===== src/rtl/stack_ctrl_if.sv =====
// Request/response bundle between the control unit (master) and stack_ctrl (slave).
interface stack_ctrl_if #(
   parameter int WIDTH = 16
);
   logic             push;
   logic             pop;
   logic             clr_err;
   logic [WIDTH-1:0] din;
   logic [WIDTH-1:0] dout;
   logic             dout_valid;
   logic             full;
   logic             empty;
   logic             ovf;
   logic             unf;

   modport master (
      output push, pop, clr_err, din,
      input  dout, dout_valid, full, empty, ovf, unf
   );

   modport slave (
      input  push, pop, clr_err, din,
      output dout, dout_valid, full, empty, ovf, unf
   );
endinterface


===== src/rtl/stack_ctrl.sv =====
// Stack pointer owner driving the memstack RAM port; optional STACK_PEEK_EN adds o_top/o_level.
module stack_ctrl #(
   parameter int WIDTH     = 16,
   parameter int ELEMENTOS = 1024
) (
   input  logic                         i_clk,
   input  logic                         i_reset,
   stack_ctrl_if.slave                  bus,
   output logic                         o_mem_we,
   output logic [$clog2(ELEMENTOS)-1:0] o_mem_a,
   output logic [WIDTH-1:0]             o_mem_din,
   input  logic [WIDTH-1:0]             i_mem_dout
`ifdef STACK_PEEK_EN
   ,
   output logic [WIDTH-1:0]             o_top,
   output logic [$clog2(ELEMENTOS):0]   o_level
`endif
);

   localparam int AW = $clog2(ELEMENTOS);

   typedef enum logic [1:0] {
      OP_IDLE = 2'b00,
      OP_POP  = 2'b01,
      OP_PUSH = 2'b10,
      OP_REPL = 2'b11
   } op_e;

   logic [AW:0]      r_sp;
   logic [WIDTH-1:0] r_dout;
   logic             r_dout_valid;
   logic             r_ovf;
   logic             r_unf;

   op_e              w_op;
   logic             w_full;
   logic             w_empty;
   logic [AW-1:0]    w_top_a;
   logic [AW:0]      w_sp_nxt;
   logic             w_pop_ok;
   logic             w_set_ovf;
   logic             w_set_unf;
   logic             w_we;
   logic [AW-1:0]    w_a;

   assign w_op    = op_e'({bus.push, bus.pop});
   assign w_full  = (r_sp == (AW+1)'(ELEMENTOS));
   assign w_empty = (r_sp == '0);
   assign w_top_a = r_sp[AW-1:0] - AW'(1);

   always_comb begin
      w_we      = 1'b0;
      w_a       = w_top_a;
      w_sp_nxt  = r_sp;
      w_pop_ok  = 1'b0;
      w_set_ovf = 1'b0;
      w_set_unf = 1'b0;
      case (w_op)
         OP_PUSH: begin
            if (!w_full) begin
               w_we     = 1'b1;
               w_a      = r_sp[AW-1:0];
               w_sp_nxt = r_sp + (AW+1)'(1);
            end else begin
               w_set_ovf = 1'b1;
            end
         end
         OP_POP: begin
            if (!w_empty) begin
               w_pop_ok = 1'b1;
               w_sp_nxt = r_sp - (AW+1)'(1);
            end else begin
               w_set_unf = 1'b1;
            end
         end
         OP_REPL: begin
            w_we = 1'b1;
            if (!w_empty) begin
               w_pop_ok = 1'b1;
            end else begin
               // Replace on an empty stack degrades to a push (never full here).
               w_a       = r_sp[AW-1:0];
               w_sp_nxt  = r_sp + (AW+1)'(1);
               w_set_unf = 1'b1;
            end
         end
         default: ;
      endcase
      if (i_reset) begin
         w_we = 1'b0;
      end
   end

   always_ff @(posedge i_clk) begin
      if (i_reset) begin
         r_sp         <= '0;
         r_dout       <= '0;
         r_dout_valid <= 1'b0;
         r_ovf        <= 1'b0;
         r_unf        <= 1'b0;
      end else begin
         r_sp         <= w_sp_nxt;
         r_dout_valid <= w_pop_ok;
         if (w_pop_ok) begin
            r_dout <= i_mem_dout;
         end
         r_ovf <= w_set_ovf | (r_ovf & ~bus.clr_err);
         r_unf <= w_set_unf | (r_unf & ~bus.clr_err);
      end
   end

   assign o_mem_we       = w_we;
   assign o_mem_a        = w_a;
   assign o_mem_din      = bus.din;
   assign bus.dout       = r_dout;
   assign bus.dout_valid = r_dout_valid;
   assign bus.full       = w_full;
   assign bus.empty      = w_empty;
   assign bus.ovf        = r_ovf;
   assign bus.unf        = r_unf;

`ifdef STACK_PEEK_EN
   assign o_top   = (w_op == OP_IDLE && !w_empty) ? i_mem_dout : '0;
   assign o_level = r_sp;
`endif

endmodule


===== src/flat_wrapper.sv =====
// flat-port wrapper written by rule: the top's interface ports become plain ports
module stack_ctrl_flat 
#(
   parameter int WIDTH     = 16,
   parameter int ELEMENTOS = 1024
)
  (i_clk, i_reset, o_mem_we, o_mem_a, o_mem_din, i_mem_dout, bus_push, bus_pop, bus_clr_err, bus_din, bus_dout, bus_dout_valid, bus_full, bus_empty, bus_ovf, bus_unf);
  stack_ctrl_if #(.WIDTH(WIDTH)) bus_i ();
  input  logic i_clk;
  input  logic i_reset;
  output logic o_mem_we;
  output logic [$clog2(ELEMENTOS)-1:0] o_mem_a;
  output logic [WIDTH-1:0] o_mem_din;
  input  logic [WIDTH-1:0] i_mem_dout;
  input wire logic [$bits(bus_i.push)-1:0] bus_push;
  input wire logic [$bits(bus_i.pop)-1:0] bus_pop;
  input wire logic [$bits(bus_i.clr_err)-1:0] bus_clr_err;
  input wire logic [$bits(bus_i.din)-1:0] bus_din;
  output wire logic [$bits(bus_i.dout)-1:0] bus_dout;
  output wire logic [$bits(bus_i.dout_valid)-1:0] bus_dout_valid;
  output wire logic [$bits(bus_i.full)-1:0] bus_full;
  output wire logic [$bits(bus_i.empty)-1:0] bus_empty;
  output wire logic [$bits(bus_i.ovf)-1:0] bus_ovf;
  output wire logic [$bits(bus_i.unf)-1:0] bus_unf;
  assign bus_i.push = bus_push;
  assign bus_i.pop = bus_pop;
  assign bus_i.clr_err = bus_clr_err;
  assign bus_i.din = bus_din;
  assign bus_dout = bus_i.dout;
  assign bus_dout_valid = bus_i.dout_valid;
  assign bus_full = bus_i.full;
  assign bus_empty = bus_i.empty;
  assign bus_ovf = bus_i.ovf;
  assign bus_unf = bus_i.unf;
  stack_ctrl #(.WIDTH(WIDTH), .ELEMENTOS(ELEMENTOS)) u_core (.i_clk(i_clk), .i_reset(i_reset), .bus(bus_i), .o_mem_we(o_mem_we), .o_mem_a(o_mem_a), .o_mem_din(o_mem_din), .i_mem_dout(i_mem_dout));
endmodule

===== config.mk =====
export PLATFORM = sky130hd
export DESIGN_NAME = stack_ctrl_flat
export DESIGN_NICKNAME = d
export VERILOG_FILES = /design/src/rtl/stack_ctrl_if.sv /design/src/rtl/stack_ctrl.sv /design/src/flat_wrapper.sv
export SDC_FILE = /design/constraint.sdc
export NUM_CORES = 1
export LEC_CHECK = 0
export CELL_PAD_IN_SITES_DETAIL_PLACEMENT = 1
export CELL_PAD_IN_SITES_GLOBAL_PLACEMENT = 1
export CORE_ASPECT_RATIO = 0.8
export CORE_UTILIZATION = 30
export CTS_BUF_LIST = sky130_fd_sc_hd__clkbuf_2
export CTS_CLUSTER_SIZE = 24
export DETAILED_ROUTE_END_ITERATION = 7
export PLACE_DENSITY = 0.83
export SLEW_MARGIN = 20
export SYNTH_ARGS = -nofsm -noshare
export SYNTH_HDL_FRONTEND = slang
export SYNTH_SLANG_ARGS = --single-unit
export TNS_END_PERCENT = 20

===== constraint.sdc =====
create_clock -name i_clk -period 2.9 [get_ports i_clk]
set_input_delay 0.58 -clock i_clk [delete_from_list [all_inputs] [get_ports i_clk]]
set_output_delay 0.58 -clock i_clk [all_outputs]
set_load 0.05 [all_outputs]

== Word-level counts from Yosys, hierarchy flattened ==
Index checks and enable logic that the tools add are counted.

* Equal/unequal tests: 7
* Multiplexer cells: 16
* Reduce and logical (&&, ||, !) cells: 4
* $add $sub $neg: 3
* Bitwise operators: 5

{| class="wikitable"
|+ Operators by type and width
! kind !! count
|-
| $mux 11 || 3
|-
| $pmux 11 s3 || 1
|-
| $mux 10 || 2
|-
| $pmux 10 s2 || 1
|-
| $add 11x1->11 const B || 1
|-
| $eq 11x11->1 const B || 1
|-
| $logic_not 11->1 || 1
|-
| $sub 11x1->11 const B || 1
|-
| $sub 10x1->10 const B || 1
|-
| $mux 1 || 8
|-
| $ne 2x2->1 const B || 3
|-
| $eq 2x2->1 const B || 2
|-
| $reduce_and 4->1 || 1
|-
| $reduce_bool 3->1 || 1
|-
| $and 1x1->1 || 2
|-
| $eq 2x1->1 const B || 1
|-
| $or 1x1->1 || 2
|-
| $pmux 1 s2 || 1
|-
| $reduce_or 2->1 || 1
|-
| $not 1->1 || 1
|}

* Word-level logic and storage cells: 40
* Register bits after elaboration: 30
* Input port bits: 37
* Output and inout port bits: 48

== Logic depth before layout (Yosys ltp) ==
* Word-level depth: 4
* Mapped depth: 9
* Gate-level depth less buffers: 7

== Least setup slack after synthesis ==
OpenSTA, ideal clock, no wires.

* Path kind: register to output
* Start: register u_core.r_sp[0]
* End: output o_mem_a[7]
* Arrival time: 2.611 ns
* Slack: -0.291 ns
* Required time: 2.320 ns
* Path buffers: 0
* Cell stages (with the launch flop): 8
* Cells stage by stage: dfxtp_1 inv_1 ha_1 or3b_1 o31ai_1 nand3_1 and3_1 xor2_1

* Word-level cells in the longest chain between the ends: 3
* Elaborated cells between the ends (all ways): 6
* Classes of those cells: 1 x add/sub; 1 x eq/ne; 3 x mux; 1 x reduce/logical

{| class="wikitable"
|+ Ends and longest elaborated chain
! item !! line !! source
|-
| start: declaration || stack_ctrl.sv:29 || <nowiki>logic [AW:0] r_sp;</nowiki>
|-
| start signal: assignment || stack_ctrl.sv:102 || <nowiki>r_sp <= w_sp_nxt;</nowiki>
|-
| $sub 10x1->10 (tied with other cells) || stack_ctrl.sv:49 || <nowiki>assign w_top_a = r_sp[AW-1:0] - AW'(1);</nowiki>
|-
| $mux 10 (on tied branches) || stack_ctrl.sv:78, stack_ctrl.sv:60 ||
|-
| $pmux 10 s2 * || stack_ctrl.sv:58 || <nowiki>case (w_op)</nowiki>
|-
| end: declaration || flat_wrapper.sv:12 || <nowiki>output logic [$clog2(ELEMENTOS)-1:0] o_mem_a;</nowiki>
|}

Every way passes the cells marked *; elsewhere a longest branch is shown, timed or not.

== Final worst setup path ==
* Start: register u_core.r_sp[1]
* End: output o_mem_a[8]

The elaborated chain is that of the path after synthesis.

==> metrics.csv <==
stage;metric;value;unit
timing;slew_headroom;0.648;
cells_and_area;area_growth;50.2;%
pwr;p_per_area;1430;nW/um^2
cells_and_area;final_cells;354;
critical_path;cp_max_fo;2;
synth;yosysWarnings;0;
clocking;h-tree-depth;2;
floorplanning;row_count;25;
cells_and_area;drive_gt1_frac;0.289;
timing;drv_slew;0;
synth;synth_compound_area_frac;0.130;
critical_path;arrival;2360;ps
synth;syn_area;1840;sq um
routing;drt_iter0_markers;119;
synth;synth_simple_gate_area_frac;0.242;
synth;muxShareOfSynthArea;0.115;
critical_path;cp_num_buf_inv;3;
synth;synthAdderAreaFrac;0.0204;
placement;dp_hpwl;3860;microns
placement;routabilityCongestion;0.925;
synth;synthCells;220;
floorplanning;start_util;0.312;
critical_path;slowest_stage;or3b_4;
critical_path;crit_type;register to primary output;
timing;max_freq;0.340;GHz
critical_path;cp.required;2320;ps
clocking;clk_latency;390;ps
global_route;grt_pass1_vias;1797;
global_route;grt_max_degree;34;
synth;synth_cell_type_count;44;
floorplanning;die_y;72.1;microns
cells_and_area;n_antenna_cell;0;
critical_path;cp_top_family;compound AO/OA/AOI/OAI gates;
routing;routed_wl;5690;microns
timing;period_share;1.01;
floorplanning;design.core.area;5910;sq um
cells_and_area;n_fill_cell;676;
timing;finalHoldViolCount;0;
routing;ant_nets;0;
global_route;grt_usage;0.185;
clocking;path_clk_slew;190;ps
clocking;cts-root-buf;clkbuf_2;
global_route;antenna_found_initial;0;
routing;firstDrtPassIters;4;
timing;setup_viol;1;
pwr;p_leak;1.16;nW
synth;avgSynthCellArea;8.38;sq um
floorplanning;die_w;89.7;microns
clocking;postCtsHoldBufs;0;
critical_path;worstPathCellList;inv_2, ha_4, or3b_4, o31ai_4, buf_4, a32oi_1, o21ai_1, o31ai_2, buf_12;
synth;synth_top_family_by_area;simple AND/OR/NAND/NOR gates;
routing;wire_per_inst;16.1;microns
clocking;tritoncts;built;
timing;skew;25.3;ps
timing;finalCriticalPeriod;2940;ps
global_route;grt_pass1_wl;8990;microns
routing;via_per_inst;5.09;
worst_hold_path;min_path_type;register to register;
clocking;numCtsBuffers;5;
synth;netlist_top_cells_area;dfxtp_1 (33%), mux2i_1 (9.2%), buf_4 (6.5%), nor2_1 (6.3%), xnor2_1 (3.8%);
synth;synth_xor_area_frac;0.0475;
synth;synth_top_area_share;0.326;
critical_path;worst_setup_path_end_kind;primary output;
critical_path;max_stage_delay;390;ps
routing;remaining_drc_errors;0;
global_route;gr-total-overflow;0;
synth;synth-edff-count;0;
timing;rsz0062_at_grt;true;
pwr;peakVddDrop;0.982;mV
timing;setup_ws;-38.0;ps
synth;synth_area_leader_cell;dfxtp_1;
synth;synth-main-ff-cell;dfxtp_1;
cells_and_area;nNetsFinal;312;
clocking;cts_sinks;30;
synth;syn_nets;260;
floorplanning;die_area;6470;sq um
clocking;cts_max_path_buffers;2;
timing;tightest_slew;526;ps
placement;dp_cells;341;
routing;vias;1803;
critical_path;startpoint_type;register;
floorplanning;boundaryPins;85;
synth;yosysSeqAreaShare;0.326;
timing;tns;-38.0;ps
flow_run;drv_cap;0;
status;status;finished with violations;
status;violations;negative setup slack;
placement;port_buffers;52;
synth;synth-seq-cells;30;
synth;ys_async_sr_fraction;0;
## synth_stat cells (all sizes together) (2+ instances only)
master and n:
a32oi 4, o211ai 2, or3 8, o21ai 8, or4 2, and2 2, inv 4, ha 3
xnor2 8, dfxtp 30, a21oi 13, nor2b 6, mux2i 17, o31ai 3, nand4 2, nor2 31
nor4 5, nor3 6, xor2 2, nand2 10, buf 24, nand3 5, nand2b 2, mux2 3
clkbuf 9
## timing repair
item                                    4_1_cts  5_1_grt
gates resized for setup                      24        9
buffers inserted                              5        0
pin swaps                                     3        3
endpoints found under the setup margin       11       10
## layout make-up
cell class / count / area (sq um) / share of cell area
multi-input combinational: 153 / 1190 / 0.431
timing repair buffer: 78 / 818 / 0.295
sequential: 30 / 603 / 0.218
tap: 81 / 101 / 0.0366
clock buffer: 6 / 30.0 / 0.0108
inverter: 4 / 15.0 / 0.00542
clock inverter: 2 / 8.76 / 0.00316
## where the power goes
| group | total (mW) | internal (mW) | leakage (nW) | switching (mW) |
|---|---|---|---|---|
| clock | 0.223 | 0.0593 | 0.0304 | 0.163 |
| combinational | 3.14 | 1.37 | 0.881 | 1.78 |
| sequential | 0.598 | 0.526 | 0.246 | 0.0721 |
## flip-flops by register name, indices dropped and copies added (netlist names)
signal	count
u_core.bus.dout	16
u_core.r_sp	11
u_core.bus.dout_valid	1
u_core.bus.ovf	1
u_core.bus.unf	1
## stage by stage
stage          power [mW]  utilization  instance area (sq um)  setup slack [ps]  hold slack (ps)
2_1_floorplan        2.36            -                   1860              -182              503
3_3_place_gp         3.41        0.429                   2540               180              459
3_5_place_dp         3.45        0.429                   2540               131              472
4_1_cts              3.90        0.460                   2720             -57.2              496
5_1_grt              4.18        0.469                   2770              -118              510
6_report             3.96        0.469                   2770             -38.0              491
## path summary, 6_finish.rpt
path | startpoint | to | slack (ps) | depth (start not counted)
max | u_core.r_sp[1] | o_mem_a[8] | -40 | 9
min | u_core.bus.ovf | u_core.bus.ovf | 490 | 2
max reg2reg | u_core.r_sp[1] | u_core.r_sp[2] | 520 | 8
min reg2reg | u_core.bus.ovf | u_core.bus.ovf | 490 | 2
## cells by family after synthesis
| group | after synthesis |
|---|---|
| AO/OA/AOI/OAI | 34 |
| XOR/XNOR | 10 |
| adder cells (fa/ha/maj) | 3 |
| buffers and inverters | 37 |
| flip-flops | 30 |
| multiplexers | 20 |
| AND/OR/NAND/NOR | 86 |
## per-layer routing
layer / GRT usage / vias to the layer above / routed length, microns / part of all wire
met5: 0 / - / 0 / 0
met4: 0.0670 / 0 / 78 / 0.014
met3: 0.0432 / 7 / 333 / 0.059
met2: 0.294 / 60 / 2800 / 0.49
met1: 0.246 / 880 / 2480 / 0.44
li1: - / 856 / - / -
## placed cells by master (no fill, tap or decap), types with 2 or more instances in the layout
| cell | netlist | layout |
|---|---|---|
| nand2_1 | 10 | 9 |
| mux2_4 | 2 | 2 |
| nor4_1 | 5 | 3 |
| and2_1 | 2 | 2 |
| nand4_1 | 2 | 2 |
| xnor2_4 | 0 | 2 |
| a21oi_2 | 2 | 3 |
| nor4_2 | 0 | 2 |
| buf_12 | 0 | 9 |
| o31ai_4 | 0 | 2 |
| dfxtp_2 | 0 | 2 |
| o21ai_0 | 8 | 6 |
| xnor2_2 | 0 | 3 |
| clkdlybuf4s50_1 | 0 | 39 |
| ha_1 | 3 | 2 |
| nor2b_1 | 6 | 6 |
| a21oi_1 | 11 | 10 |
| inv_1 | 4 | 2 |
| dfxtp_1 | 30 | 28 |
| xnor2_1 | 8 | 3 |
| nor3_1 | 6 | 6 |
| nand3_2 | 0 | 3 |
| nor2_1 | 31 | 31 |
| mux2i_1 | 17 | 17 |
| clkbuf_2 | 1 | 6 |
| a32oi_1 | 4 | 4 |
| or3_1 | 7 | 7 |
| o21ai_1 | 0 | 2 |
| nand2b_1 | 2 | 2 |
| inv_2 | 0 | 2 |
| buf_4 | 16 | 27 |
## worst reg2reg max path, cell delays in order, from the launching register on
cell	delay, ps
dfxtp_2	370
inv_2	80
ha_4	120
or3b_4	390
buf_4	170
o311ai_2	300
o211ai_4	260
or3_2	510
a21oi_1	140
Note: power is estimated with default switching activity, not from simulation.
